<file path="src/rtl/rvfi_trace_gen.sv">
// RVFI retirement-trace source: emits up to NRET retirements per cycle with a consistent PC chain.
// Optional macro RVFI_TRACE_GEN_FAULT_EN adds fault_inject, which corrupts slot 0 pc_rdata to break one link.
module rvfi_trace_gen #(
  parameter int XLEN = 32,
  parameter int NRET = 2,
  parameter int CW   = $clog2(NRET + 1)
) (
  input  logic                 clock,
  input  logic                 reset,
  input  logic                 enable,
  input  logic                 stall,
  input  logic [XLEN-1:0]      pc_seed,
  input  logic [CW-1:0]        ret_count,
  input  logic                 br_valid,
  input  logic [CW-1:0]        br_slot,
  input  logic [XLEN-1:0]      br_target,
  input  logic [63:0]          limit,
`ifdef RVFI_TRACE_GEN_FAULT_EN
  input  logic                 fault_inject,
`endif
  output logic [NRET-1:0]      rvfi_valid,
  output logic [64*NRET-1:0]   rvfi_order,
  output logic [XLEN*NRET-1:0] rvfi_pc_rdata,
  output logic [XLEN*NRET-1:0] rvfi_pc_wdata,
  output logic [32*NRET-1:0]   rvfi_insn,
  output logic                 rvfi_rollback_valid,
  output logic                 done
);

  typedef enum logic [1:0] {IDLE, RUN, PAUSE, DONE} state_t;

  state_t            state;
  logic [63:0]       next_order;
  logic [XLEN-1:0]   next_pc;

  logic [CW-1:0]        k_req;
  logic [CW-1:0]        k;
  logic [63:0]          remaining;
  logic                 limit_hit;
  logic [XLEN-1:0]      chain_pc;
  logic [XLEN-1:0]      slot_wdata;
  logic [NRET-1:0]      iss_valid;
  logic [64*NRET-1:0]   iss_order;
  logic [XLEN*NRET-1:0] iss_pc_rdata;
  logic [XLEN*NRET-1:0] iss_pc_wdata;
  logic [32*NRET-1:0]   iss_insn;
  logic [XLEN*NRET-1:0] fault_bus;

  assign rvfi_rollback_valid = 1'b0;

  // Issue width is the smallest of request, channel count and what is left under the limit.
  always_comb begin
    k_req     = (ret_count > CW'(NRET)) ? CW'(NRET) : ret_count;
    remaining = limit - next_order;
    limit_hit = (limit != 64'd0) && (next_order >= limit);
    k         = k_req;
    if (limit_hit)
      k = '0;
    else if ((limit != 64'd0) && (remaining < 64'(k_req)))
      k = remaining[CW-1:0];

    chain_pc     = next_pc;
    slot_wdata   = '0;
    iss_valid    = '0;
    iss_order    = '0;
    iss_pc_rdata = '0;
    iss_pc_wdata = '0;
    iss_insn     = '0;
    for (int i = 0; i < NRET; i++) begin
      if (CW'(i) < k) begin
        iss_valid[i]                 = 1'b1;
        iss_order[64*i +: 64]        = next_order + 64'(i);
        iss_pc_rdata[XLEN*i +: XLEN] = chain_pc;
        if (br_valid && (br_slot == CW'(i))) begin
          slot_wdata           = br_target & ~XLEN'(1);
          iss_insn[32*i +: 32] = 32'h0000006F;
        end else begin
          slot_wdata           = chain_pc + XLEN'(4);
          iss_insn[32*i +: 32] = 32'h00000013;
        end
        iss_pc_wdata[XLEN*i +: XLEN] = slot_wdata;
        chain_pc                     = slot_wdata;
      end
    end

    // The corruption touches only the emitted value, never next_pc, so exactly one link breaks.
    fault_bus = '0;
`ifdef RVFI_TRACE_GEN_FAULT_EN
    if (fault_inject && (k != '0))
      fault_bus[XLEN-1:0] = XLEN'(4);
`endif
  end

  always_ff @(posedge clock) begin
    if (!reset) begin
      state         <= IDLE;
      next_order    <= '0;
      next_pc       <= '0;
      rvfi_valid    <= '0;
      rvfi_order    <= '0;
      rvfi_pc_rdata <= '0;
      rvfi_pc_wdata <= '0;
      rvfi_insn     <= '0;
      done          <= 1'b0;
    end else begin
      rvfi_valid    <= '0;
      rvfi_order    <= '0;
      rvfi_pc_rdata <= '0;
      rvfi_pc_wdata <= '0;
      rvfi_insn     <= '0;
      case (state)
        IDLE: begin
          if (enable) begin
            next_pc <= pc_seed;
            state   <= RUN;
          end
        end
        RUN: begin
          if (!enable) begin
            state <= PAUSE;
          end else if (limit_hit) begin
            state <= DONE;
          end else if (!stall && (k != '0)) begin
            rvfi_valid    <= iss_valid;
            rvfi_order    <= iss_order;
            rvfi_pc_rdata <= iss_pc_rdata ^ fault_bus;
            rvfi_pc_wdata <= iss_pc_wdata;
            rvfi_insn     <= iss_insn;
            next_order    <= next_order + 64'(k);
            next_pc       <= chain_pc;
            if ((limit != 64'd0) && ((next_order + 64'(k)) == limit))
              state <= DONE;
          end
        end
        PAUSE: begin
          if (enable)
            state <= RUN;
        end
        DONE: begin
          done <= 1'b1;
        end
        default: state <= IDLE;
      endcase
    end
  end

endmodule

</file>
<file path="config.mk">
export PLATFORM = sky130hd
export DESIGN_NAME = rvfi_trace_gen
export DESIGN_NICKNAME = d
export VERILOG_FILES = /design/src/rtl/rvfi_trace_gen.sv
export SDC_FILE = /design/constraint.sdc
export NUM_CORES = 1
export LEC_CHECK = 0
export CAP_MARGIN = 20
export CORE_ASPECT_RATIO = 2
export CORE_MARGIN = 3
export CORE_UTILIZATION = 50
export CTS_CLUSTER_SIZE = 14
export DETAILED_ROUTE_END_ITERATION = 8
export GPL_TIMING_DRIVEN = 0
export HOLD_SLACK_MARGIN = 0.08
export PLACE_DENSITY_LB_ADDON = 0.25
export SKIP_LAST_GASP = 1
export SYNTH_ARGS = -nofsm -noshare
export SYNTH_HDL_FRONTEND = slang
export SYNTH_SLANG_ARGS = --single-unit
</file>
<file path="constraint.sdc">
create_clock -name clock -period 10.79 [get_ports clock]
set_input_delay 2.158 -clock clock [delete_from_list [all_inputs] [get_ports clock]]
set_output_delay 2.158 -clock clock [all_outputs]
set_load 0.03 [all_outputs]
</file>
==> metrics.cfg, run 1 <==
[run_status]
status=stopped before the end
stop_stage=global routing
firstError=[ERROR GRT-0116] Global routing finished with congestion. Check the congestion regions in the DRC Viewer.

[clock_network]
cts_root_buf=clkbuf_16
cts_buffers=35
cts_buffer_depth=3
hold_buffers=0
cts.sinks=363
h-tree-depth=2

[yosys]
postSynthAreaPerCell_sq_um=7.50
syn_inst=3181
yosysUniqueCellTypes=95
synth_edf_count=0
synth_flop_cell=dfxtp_1
synth_most_common_cell=nor2_1
synth_top_cell_by_area=dfxtp_1
synth_async_sr_flop_share_pct=0
ys_top_cells_by_count=412 x nor2_1, 363 x dfxtp_1, 360 x nand2_1
ys_ff_latch=363
ys_top_cells_by_area=dfxtp_1 30%, xnor2_1 7.9%, nor2_1 6.5%, nand2_1 5.7%, a21oi_1 3.7%
yosys_warnings=0
ys_seq_area_share_pct=30.5
synth_top_area_share_pct=30.5
netlist_area_sq_mm=0.0239

[global_routing]
grtUsageTotal_pct=58.4
grt_pass1_wl_microns=219000
grt_pass1_vias=30900
grt-ovfl-total=5
grt_max_degree=15

[place]
io_buffers=408
gp_congestion=1.20
placed_area_sq_mm=0.0290
dpl.cell_count=4274
hpwl_microns=110000
place_ws_ns=-3.67

[die]
rows=112
start_util_pct=50.8
die_h_microns=315
die_width_microns=160
pin_count=461

==> metal layers <==
layer / track usage (%) / overflow
met1: 52.4 / 0
met2: 89.6 / 4
met3: 27.4 / 0
met4: 66.7 / 1
met5: 2.57 / 0
==> timing repair <==
| item | in CTS |
|---|---|
| endpoints found under the hold margin | 0 |
| setup buffers | 10 |
| cloned | 0 |
| resized for setup | 45 |
| setup endpoints to repair | 127 |
| pin swaps | 7 |
==> kinds of logic after synthesis <==
kind of cell,count (synthesis),synth area share [%]
xor+xnor,274,10.1
other cells,1,0.0157
compound gates,636,17.4
mux,71,3.11
buf+inv,371,7.00
flops,363,30.5
fa+ha+maj,73,3.85
simple gates,1392,28.1
==> through the flow <==
step / setup TNS (ns) / util [%]
after CTS: -0.221 / 64.6
after floorplan: 0 / -
after detailed placement: -185.71 / 61.8
after global placement: -222.87 / 61.6
==> inputs of run 2 (changes only) <==
--- a/config.mk
+++ b/config.mk
@@ -6,14 +6,11 @@
 export NUM_CORES = 1
 export LEC_CHECK = 0
 export CAP_MARGIN = 20
-export CORE_ASPECT_RATIO = 2
 export CORE_MARGIN = 3
-export CORE_UTILIZATION = 50
-export CTS_CLUSTER_SIZE = 14
+export CORE_UTILIZATION = 35
 export DETAILED_ROUTE_END_ITERATION = 8
 export GPL_TIMING_DRIVEN = 0
-export HOLD_SLACK_MARGIN = 0.08
-export PLACE_DENSITY_LB_ADDON = 0.25
+export PLACE_DENSITY_LB_ADDON = 0.15
 export SKIP_LAST_GASP = 1
 export SYNTH_ARGS = -nofsm -noshare
 export SYNTH_HDL_FRONTEND = slang
==> run 2 against run 1 <==
  * The flow now finishes without violations
  * Area after synthesis unchanged
  * Synthesized cell count stayed put
==> metrics.cfg, run 2 <==
[place]
io_buffers=408  ; unchanged
hpwl_microns=116000  ; +5.7%
dpl.cell_count=4518  ; +5.7%
gp_congestion=1.04  ; -13%
placed_area_sq_mm=0.0293  ; +1.0%

[sta]
min_period_ns=10.67
rsz0062_at_grt=false
max_freq_mhz=93.7
slew_headroom_pct=23.9
worst_slew_pin_slew_ns=1.13
period_share_pct=98.9
whs_ns=0.530
setup_viol=0
slew_violations=0
fin_skew_ns=0.0294
timing.final.hold_violations=0

[yosys]
ys_top_cells_by_count=412 x nor2_1, 363 x dfxtp_1, 360 x nand2_1
syn_inst=3181  ; unchanged
synth-compound-area-share_pct=17.4  ; unchanged
synth_flop_cell=dfxtp_1
synth_top_family_by_area=simple AND/OR/NAND/NOR gates
synth_most_common_cell=nor2_1
yosys_warnings=0  ; unchanged
synth_xor_area_share_pct=10.1  ; unchanged
synth_top_area_share_pct=30.5  ; unchanged
ys_top_cells_by_area=dfxtp_1 30%, xnor2_1 7.9%, nor2_1 6.5%, nand2_1 5.7%, a21oi_1 3.7%
synth_fa_ha_area_share_pct=3.85  ; unchanged
synth_top_cell_by_area=dfxtp_1
synth.mux.area_fraction_pct=3.11  ; unchanged
synth_async_sr_flop_share_pct=0  ; unchanged
netlist_area_sq_mm=0.0239  ; unchanged
ys_ff_latch=363  ; unchanged
postSynthAreaPerCell_sq_um=7.50  ; unchanged
yosysUniqueCellTypes=95  ; unchanged
synth_edf_count=0  ; unchanged
ys_seq_area_share_pct=30.5  ; unchanged
synth_simple_gate_area_share_pct=28.1  ; unchanged

[final_layout]
layout.nets=3911
final_cell_mix=406 x nor2_1, 395 x clkdlybuf4s50_1, 363 x dfxtp_1
final_common_cell=nor2_1
fin_util_pct=46.7
final_cells=4617
drive_above_1_share_pct=8.29
post-route-cell-area_sq_mm=0.0315
regMostFlops=rvfi_order
largest_reg_flops=128
syn2layout_area_growth_pct=32.0

[clock_network]
cts_buffer_depth=3  ; unchanged
clkLatencyLatePin_ns=0.60
cts_tree=built
cts_buffers=44  ; +26%
cts.sinks=363  ; unchanged
cts_root_buf=clkbuf_16
h-tree-depth=2  ; unchanged
cts.clk_slew.worst_paths_ns=0.07

[drt]
drc=0
ant_nets=0
wl_per_cell_microns=30.4
dr.pass1.iters=7
drtIter0Drc=3183
vias=27200
wirelength_microns=141000
via_per_inst=5.90

[die]
fp.coreArea_sq_mm=0.0674
die_width_microns=267  ; +66%
rows=95  ; -15%
die_h_microns=267  ; -15%
pin_count=461  ; unchanged
start_util_pct=35.4  ; -15 points
die-area_sq_mm=0.0713

[setup_path]
critPathCaptureType=register
cp_num_buf_inv=3
cp_slowest_stage_delay_ns=0.63
critPathMaxFanout=7
slowest_stage=clkdlybuf4s50_1
required_ns=11.32
crit_family=simple AND/OR/NAND/NOR gates
criticalPathCategory=input port to register
start_kind=input port
path_common_cell=nand3_1
cp.arrival_ns=11.20

[power]
leakage_nw=11.1
powerDensity_mw_per_mm2=117
ir_worst_vdd_v=0.000116
p_total_mw=3.69

[global_routing]
grt_pass1_vias=25700
grt-ovfl-total=0
grtUsageTotal_pct=37.8
grt_max_degree=14
grt_pass1_wl_microns=192000
antenna_found_initial=9

[worst_hold_path]
hold_path.class=register to register

[run]
maxCapViolCount=0

[run_status]
status=completed

[run 2: cell counts after synthesis]
Identical to the previous run, type by type.
[run 2: kinds of logic (layout without fill, tap and decap cells)]
group | Yosys count | count (layout)
AOI/OAI and AO/OA | 636 | 636
xor gates and xnor gates | 274 | 274
adders and majority gates | 73 | 73
buffers and inverters | 371 | 878
DFF | 363 | 363
muxes | 71 | 71
other | 1 | 57
and+or+nand+nor | 1392 | 1392
[run 2: final cells by class]
class / count / area (sq um)
fill: 6931 / 35900
antenna: 6 / 15.0
timing repair buffer: 435 / 4310
multi-input combinational: 2497 / 15500
buffer: 244 / 1210
tap: 873 / 1090
clock buffer: 63 / 1340
inverter: 118 / 443
clock inverter: 18 / 308
sequential: 363 / 7270
[run 2: through the flow]
stage	setup slack, ns	TNS [ns]
finish	0.118	0
CTS	0.00938	0
floorplan	1.45	0
global placement	-3.55	-176.78
global route	0.0157	0
detailed placement	-3.33	-105.52
[run 2: path summary, 6_finish.rpt]
kind,from,end,slack (ns),depth (start not counted)
setup / recovery,limit[11],state[1]$_SDFFE_PN0P_,0.12,31
setup reg to reg,next_order[1]$_SDFFE_PN0P_,state[1]$_SDFFE_PN0P_,0.72,32
hold / removal,next_pc[11]$_SDFFE_PN0P_,next_pc[11]$_SDFFE_PN0P_,0.53,2
hold reg to reg,next_pc[11]$_SDFFE_PN0P_,next_pc[11]$_SDFFE_PN0P_,0.53,2
[run 2: power by group]
group	switching (mW)	internal (mW)	total, mW
clock	0.654	1.03	1.69
combinational	0.426	0.211	0.636
sequential	0.0128	1.35	1.36
total	1.09	2.60	3.69
[run 2: repair_timing]
action	4_1_cts	5_1_grt
pin swaps	9	7
endpoints found under the hold margin	0	0
hold buffers	0	0
setup buffers	14	5
setup endpoints to repair	53	14
resized for setup	50	63
[run 2: routing by layer]
metal | GRT usage [%] | routed length, microns
met5 | 0.473 | 32
met4 | 21.3 | 9260
met3 | 6.72 | 12600
met2 | 61.7 | 63700
met1 | 47.1 | 55000
[run 2: worst register-to-register path, delay by kind of cell, from the launching register on]
family	cells	cell delay [ns]
AND/OR/NAND/NOR	13	3.17
AO/OA/AOI/OAI	9	3.02
multiplexers	2	0.48
flip-flops	1	0.57
buffers and inverters	4	1.48
XOR/XNOR	1	0.15
adder cells (fa/ha/maj)	3	1.11
Power figures use the tool's default switching activity.
